`src/rtl/dvi_timing_probe.sv`:
```
// dvi_timing_probe: measures line/frame timing, sync polarity, lock and a single
// pixel of a DE/HS/VS/RGB stream. Define TIMING_PROBE_CRC_EN to add a per-frame CRC-16.
module dvi_timing_probe #(
  parameter int CNT_W       = 12,
  parameter int LOCK_FRAMES = 3
) (
  input  logic             clk_40m_tree,
  input  logic             reset_loc,
  input  logic             vid_de,
  input  logic             vid_hs,
  input  logic             vid_vs,
  input  logic [23:0]      vid_rgb,
  input  logic [CNT_W-1:0] probe_x,
  input  logic [CNT_W-1:0] probe_y,
  output logic [CNT_W-1:0] h_total,
  output logic [CNT_W-1:0] h_active,
  output logic [CNT_W-1:0] v_total,
  output logic [CNT_W-1:0] v_active,
  output logic             hs_pol,
  output logic             vs_pol,
  output logic             locked,
  output logic             frame_tick,
  output logic [23:0]      probe_rgb,
  output logic             probe_valid,
`ifdef TIMING_PROBE_CRC_EN
  output logic [15:0]      frame_crc,
`endif
  output logic [1:0]       fsm_state
);

  localparam logic [CNT_W-1:0] CMAX     = '1;
  localparam int               TO_W     = 2 * CNT_W;
  localparam logic [3:0]       LOCK_TGT = 4'(LOCK_FRAMES - 1);

  typedef enum logic [1:0] {
    S_IDLE   = 2'd0,
    S_MEAS   = 2'd1,
    S_LOCKED = 2'd2
  } state_t;

  state_t state, state_nxt;

  logic             de_r, hs_r, vs_r;
  logic [23:0]      rgb_r;
  logic             pol_seen;
  logic             hs_n, vs_n, hs_n_d, vs_n_d;
  logic             hs_edge, vs_edge;
  logic [CNT_W-1:0] pix_cnt, run_cnt, lines, de_lines;
  logic [CNT_W-1:0] ht_new, ha_new, lines_inc, de_lines_inc;
  logic [CNT_W-1:0] px_x, px_y;
  logic             line_had_de;
  logic [CNT_W-1:0] prev_ht, prev_ha, prev_vt, prev_va;
  logic             prev_valid;
  logic [3:0]       match_cnt, cnt_nxt;
  logic             sat_any, same;
  logic [TO_W-1:0]  to_cnt;

  function automatic logic [CNT_W-1:0] sat_inc(input logic [CNT_W-1:0] v);
    return (v == CMAX) ? v : v + CNT_W'(1);
  endfunction

  assign fsm_state = state;

  // Input register stage; every latency below counts from here.
  always_ff @(posedge clk_40m_tree or posedge reset_loc) begin
    if (reset_loc) begin
      de_r  <= 1'b0;
      hs_r  <= 1'b0;
      vs_r  <= 1'b0;
      rgb_r <= '0;
    end else begin
      de_r  <= vid_de;
      hs_r  <= vid_hs;
      vs_r  <= vid_vs;
      rgb_r <= vid_rgb;
    end
  end

  // Sync is inactive while DE is high, so DE cycles reveal the idle sync level.
  // Edges are ignored until the first DE cycle so an active-low sync does not
  // look like a leading edge straight out of reset.
  always_ff @(posedge clk_40m_tree or posedge reset_loc) begin
    if (reset_loc) begin
      hs_pol   <= 1'b1;
      vs_pol   <= 1'b1;
      pol_seen <= 1'b0;
      hs_n_d   <= 1'b0;
      vs_n_d   <= 1'b0;
    end else begin
      if (de_r) begin
        hs_pol   <= ~hs_r;
        vs_pol   <= ~vs_r;
        pol_seen <= 1'b1;
      end
      hs_n_d <= hs_n;
      vs_n_d <= vs_n;
    end
  end

  assign hs_n    = ~(hs_r ^ hs_pol);
  assign vs_n    = ~(vs_r ^ vs_pol);
  assign hs_edge = pol_seen & hs_n & ~hs_n_d;
  assign vs_edge = pol_seen & vs_n & ~vs_n_d;

  // Values as they stand once the current HS edge (if any) has been applied.
  assign line_had_de  = (run_cnt != '0);
  assign ht_new       = hs_edge ? sat_inc(pix_cnt) : h_total;
  assign ha_new       = (hs_edge && line_had_de) ? run_cnt : h_active;
  assign lines_inc    = hs_edge ? sat_inc(lines) : lines;
  assign de_lines_inc = (hs_edge && line_had_de) ? sat_inc(de_lines) : de_lines;

  // Pixel coordinate of the current DE cycle within the active area.
  assign px_x = hs_edge ? '0 : run_cnt;
  assign px_y = vs_edge ? '0 : de_lines_inc;

  always_ff @(posedge clk_40m_tree or posedge reset_loc) begin
    if (reset_loc) begin
      pix_cnt  <= '0;
      run_cnt  <= '0;
      lines    <= '0;
      de_lines <= '0;
      h_total  <= '0;
      h_active <= '0;
    end else begin
      pix_cnt  <= hs_edge ? '0 : sat_inc(pix_cnt);
      if (hs_edge)
        run_cnt <= de_r ? CNT_W'(1) : '0;
      else if (de_r)
        run_cnt <= sat_inc(run_cnt);
      h_total  <= ht_new;
      h_active <= ha_new;
      lines    <= vs_edge ? '0 : lines_inc;
      de_lines <= vs_edge ? '0 : de_lines_inc;
    end
  end

  always_ff @(posedge clk_40m_tree or posedge reset_loc) begin
    if (reset_loc) begin
      probe_rgb   <= '0;
      probe_valid <= 1'b0;
    end else begin
      probe_valid <= 1'b0;
      if (de_r && px_x == probe_x && px_y == probe_y) begin
        probe_rgb   <= rgb_r;
        probe_valid <= 1'b1;
      end
    end
  end

  // A saturated measurement is never trusted as a match.
  assign sat_any = (ht_new == CMAX) || (ha_new == CMAX) ||
                   (lines_inc == CMAX) || (de_lines_inc == CMAX);
  assign same    = prev_valid && !sat_any &&
                   ({ht_new, ha_new, lines_inc, de_lines_inc} ==
                    {prev_ht, prev_ha, prev_vt, prev_va});
  assign cnt_nxt = !same ? 4'd0 : (match_cnt == 4'hF) ? match_cnt : match_cnt + 4'd1;

  always_ff @(posedge clk_40m_tree or posedge reset_loc) begin
    if (reset_loc) state <= S_IDLE;
    else           state <= state_nxt;
  end

  always_comb begin
    state_nxt = state;
    case (state)
      S_IDLE: begin
        if (vs_edge) state_nxt = S_MEAS;
      end
      S_MEAS: begin
        if (vs_edge && cnt_nxt >= LOCK_TGT) state_nxt = S_LOCKED;
      end
      S_LOCKED: begin
        if (vs_edge) begin
          if (!same) state_nxt = S_MEAS;
        end else if (to_cnt == '1) begin
          state_nxt = S_IDLE;
        end
      end
      default: state_nxt = S_IDLE;
    endcase
  end

  always_ff @(posedge clk_40m_tree or posedge reset_loc) begin
    if (reset_loc) begin
      frame_tick <= 1'b0;
      locked     <= 1'b0;
      v_total    <= '0;
      v_active   <= '0;
      match_cnt  <= '0;
      prev_valid <= 1'b0;
      prev_ht    <= '0;
      prev_ha    <= '0;
      prev_vt    <= '0;
      prev_va    <= '0;
      to_cnt     <= '0;
    end else begin
      frame_tick <= 1'b0;
      if (vs_edge) begin
        if (state == S_IDLE) begin
          // The partial frame seen before the first VS edge is discarded.
          match_cnt  <= '0;
          prev_valid <= 1'b0;
        end else begin
          frame_tick <= 1'b1;
          v_total    <= lines_inc;
          v_active   <= de_lines_inc;
          match_cnt  <= cnt_nxt;
          prev_ht    <= ht_new;
          prev_ha    <= ha_new;
          prev_vt    <= lines_inc;
          prev_va    <= de_lines_inc;
          prev_valid <= 1'b1;
        end
      end
      if (state != S_LOCKED || vs_edge) to_cnt <= '0;
      else                              to_cnt <= to_cnt + TO_W'(1);
      locked <= (state_nxt == S_LOCKED);
    end
  end

`ifdef TIMING_PROBE_CRC_EN
  logic [15:0] crc_run;

  // CRC-16-CCITT, MSB first, all 24 RGB bits of one pixel per clock.
  function automatic logic [15:0] crc24(input logic [15:0] c_in, input logic [23:0] d);
    logic [15:0] c;
    c = c_in;
    for (int i = 23; i >= 0; i--)
      c = (c[15] ^ d[i]) ? ({c[14:0], 1'b0} ^ 16'h1021) : {c[14:0], 1'b0};
    return c;
  endfunction

  always_ff @(posedge clk_40m_tree or posedge reset_loc) begin
    if (reset_loc) begin
      crc_run   <= 16'hFFFF;
      frame_crc <= '0;
    end else if (vs_edge) begin
      if (state != S_IDLE) frame_crc <= crc_run;
      crc_run <= de_r ? crc24(16'hFFFF, rgb_r) : 16'hFFFF;
    end else if (de_r) begin
      crc_run <= crc24(crc_run, rgb_r);
    end
  end
`endif

endmodule

```
`config.mk`:
```
export PLATFORM = sky130hd
export DESIGN_NAME = dvi_timing_probe
export DESIGN_NICKNAME = d
export VERILOG_FILES = /design/src/rtl/dvi_timing_probe.sv
export SDC_FILE = /design/constraint.sdc
export NUM_CORES = 1
export LEC_CHECK = 0
export CAP_MARGIN = 20
export CORE_MARGIN = 10
export CORE_UTILIZATION = 53
export CTS_BUF_LIST = sky130_fd_sc_hd__clkbuf_8
export CTS_CLUSTER_DIAMETER = 50
export DETAILED_ROUTE_END_ITERATION = 16
export PLACE_DENSITY_LB_ADDON = 0.05
export SLEW_MARGIN = 30
export SYNTH_ARGS = -nofsm -noshare
export SYNTH_HDL_FRONTEND = slang
export SYNTH_SLANG_ARGS = --single-unit
export TNS_END_PERCENT = 50
```
`constraint.sdc`:
```
create_clock -name clk_40m_tree -period 7.5 [get_ports clk_40m_tree]
set_input_delay 1.5 -clock clk_40m_tree [delete_from_list [all_inputs] [get_ports clk_40m_tree]]
set_output_delay 1.5 -clock clk_40m_tree [all_outputs]
set_load 0.03 [all_outputs]
```
==> run_results.csv <==
group,metric,value,unit
run_status,run_status,"finished clean",
logic_synthesis,syn-instance-count,1150,
global_route,globalRoute.totalOverflow,0,
logic_synthesis,synth.ff_latch_count,210,
sta,max_freq,199,MHz
global_route,antenna_violations_before_repair,0,
routing,dr.first_iter.drc_count,696,
global_route,grt_start_max_net_pins,142,
setup_path,critPathMaxStageDelay,0.70,ns
sta,final.setup_skew,0.0365,ns
setup_path,critPathSlowestCell,"nand4_2",
logic_synthesis,synthTopCellsByCount,"208 x dfrtp_1, 138 x nand2_1, 107 x nor2_1",
logic_synthesis,total_number_of_yosys_warnings,0,
clock_network,clkLatencyLatePin,0.56,ns
cells_and_area,layout-drive-gt1-share,8.06,%
power_and_ir_drop,power.ir.vdd_worst,0.169,mV
logic_synthesis,synthFlopType,"dfrtp_1",
hold_path,holdCritPathClass,"reg2reg",
clock_network,hold_buffers,0,
placement,placement.setup.worst_slack,1.99,ns
sta,tightestPinTransition,0.988,ns
clock_network,root_buffer,"clkbuf_8",
global_route,grt_pass1_wl,49300,um
setup_path,setup.worst_path.end_class,"register",
setup_path,worstSetupStartpoint,"probe_x[2]",
sta,hold_viol_final,0,
logic_synthesis,number_of_enable_flip_flop_cells_after_synthesis,0,
floorplan,die_x,164,um
sta,timing.final.crit_share,67.0,%
global_route,first_global_vias,9048,
placement,dp_wirelength,22000,um
setup_path,critical_path.n_buffers_inverters,1,
logic_synthesis,avgSynthCellArea,9.56,um2
sta,fin_tns_setup,0,ns
sta,endpoints_failing_setup,0,
logic_synthesis,ys_top_cells_by_area,"dfrtp_1 47%, nand2_1 4.7%, xnor2_1 3.7%",
clock_network,tritoncts.num_buffers,40,
floorplan,ios,132,
sta,finalCriticalPeriod,5.02,ns
sta,setup_repair_after_global_routing_missed_its_margin,"no",
sta,finalWorstSetupSlack,2.48,ns
power_and_ir_drop,p_leak,5.63,nW
placement,gp_routability_congestion,0.951,
setup_path,crit_arrival,5.43,ns
setup_path,setup.worst_path.class,"in2reg",
setup_path,timing.reg2reg.worst_path_depth,12,
clock_network,tritoncts_num_sinks,210,
setup_path,flop2flop_setup_slack,2.73,ns
job,drv_cap,0,
logic_synthesis,synth.yosys.seq_area_share,47.8,%
clock_network,postCtsSetupBuffers,0,
cells_and_area,synthToLayoutAreaGrowth,20.7,%
clock_network,cts.reportedPaths.clkPinSlew,0.06,ns
routing,drt_via_density,5.89,
sta,maxSlewViolCount,0,
global_route,grt_use_total,22.7,%
floorplan,initial_core_util,54.1,%
floorplan,dieArea,26900,um2
setup_path,cell_type_group_with_the_largest_total_delay_on_the_critical_path,"simple AND/OR/NAND/NOR gates",
logic_synthesis,synthMostInstantiatedCell,"dfrtp_1",
logic_synthesis,yosysUniqueCellTypes,85,
logic_synthesis,synth_area,11000,um2
logic_synthesis,yosys.area.top_type,"dfrtp_1",
floorplan,die-height,164,um
setup_path,worst-endpoint-required,7.91,ns
cells_and_area,final_nets,1334,
clock_network,cts_htree_levels,2,
routing,ant_nets,0,
routing,drt_wl_total,30700,um
setup_path,cp_cell_sequence,"clkdlybuf4s50_1 > or4_1 > o31a_1 > o22ai_1 > nand3_1 > nor3_1 > nand4b_1 > nor4b_2 > nand4_2 > mux2_1",
setup_path,r2r_start,"hs_pol",
routing,routedWlPerCell,19.5,um
logic_synthesis,synthArstFlopShare,100,%
cells_and_area,n_fill_cell,1756,
setup_path,start_kind,"input pin",
placement,buffer_ports.inserted,131,
routing,drt_pre_antenna_iters,5,
logic_synthesis,synthDominantCellAreaShare,47.4,%
clock_network,cts-root-to-sink-buffers,3,
setup_path,critPathCapture,"probe_rgb[9]",
clock_network,resized_gates_after_cts,0,
floorplan,placeableCoreArea,20300,um2
setup_path,critical_path_cell_count,10,
clock_network,tritoncts,"built",
logic_synthesis,synth_nets,1210,
floorplan,floorplan.rows,52,
setup_path,worstReg2RegEnd,"probe_rgb[9]",
power_and_ir_drop,p_per_area,254,nW/um2
cells_and_area,largestRegisters,"probe_rgb: 24 flops, rgb_r: 24 flops, to_cnt: 24 flops",
cells_and_area,n_antenna_cell,0,
sta,max-slew-margin-rel,33.5,%
setup_path,worstPathMaxFanout,24,
routing,drt_drc_violations_left,0,
routing,vias,9261,
## layout make-up
class | instances | area, um2 | share of cell area [%]
tap | 270 | 338 | 2.55
clock inverter | 22 | 116 | 0.877
sequential | 210 | 5260 | 39.6
multi-input combinational | 838 | 5330 | 40.2
timing repair buffer | 139 | 1370 | 10.3
inverter | 45 | 181 | 1.37
clock buffer | 49 | 674 | 5.08
## where the power goes
group / internal, mW / switching [mW]
Sequential: 1.24 / 0.135
Combinational: 0.340 / 0.568
Clock: 0.596 / 0.492
Total: 2.18 / 1.19
## how the worst min path moves through the flow
stage / cells past startpoint / end / startpoint
after floorplan: 1 / hs_pol / hs_r
after global placement: 1 / vs_pol / vs_r
after detailed placement: 1 / vs_pol / vs_r
after CTS: 1 / vs_pol / vs_r
after global routing: 1 / vs_pol / vs_r
final: 1 / hs_pol / hs_r
## worst register-to-register path: stages, from the launching register on
cell      delay (ns)
dfstp_2         0.54
xor2_1          0.07
buf_4           0.21
inv_2           0.14
nand2_1         0.43
or4_2           0.86
xor2_1          0.18
nor2_1          0.18
xnor2_1         0.17
nand4b_1        0.18
nor4b_2         0.38
nand4_2         0.70
mux2_1          0.59
## per-stage QoR
stage                     area, um2  instances  util [%]  power (mW)  hold WS (ns)
after floorplan               11000       1150         -        1.96         0.402
after global placement        12500       1502      61.4        2.28         0.417
after detailed placement      12500       1502      61.4        2.29         0.425
after CTS                     13300       1573      65.3        3.39         0.434
after global routing          13300       1573      65.3        3.53         0.448
final                         13300       1573      65.3        3.37         0.428
## layer usage
layer / wire length [um] / global-route usage [%] / vias to the layer above
met5: 0 / 0 / -
met4: 635 / 6.82 / 0
met3: 2180 / 4.61 / 53
met2: 14600 / 36.2 / 331
met1: 13300 / 30.8 / 4507
li1: - / - / 4370
## placed cells by master (no fill, tap or decap), types with 41 or more instances in the layout
| cell | count |
|---|---|
| clkbuf_8 | 49 |
| clkdlybuf4s50_1 | 131 |
| dfrtp_1 | 208 |
| inv_1 | 57 |
| nand2_1 | 138 |
| nand3_1 | 49 |
| nor2_1 | 106 |
| o21ai_0 | 63 |
| xnor2_1 | 46 |
| xor2_1 | 41 |
## cells by family (layout without fill, tap and decap cells)
group / count (synthesis) / in the layout / synth area share (%)
muxes: 47 / 47 / 4.62
buffers and inverters: 102 / 255 / 3.93
and+or+nand+nor: 479 / 479 / 22.6
DFF: 210 / 210 / 47.8
AOI/OAI and AO/OA: 217 / 217 / 13.0
xor gates and xnor gates: 88 / 88 / 7.14
adders and majority gates: 7 / 7 / 0.797
No activity file was read; power rests on OpenSTA's default activity.
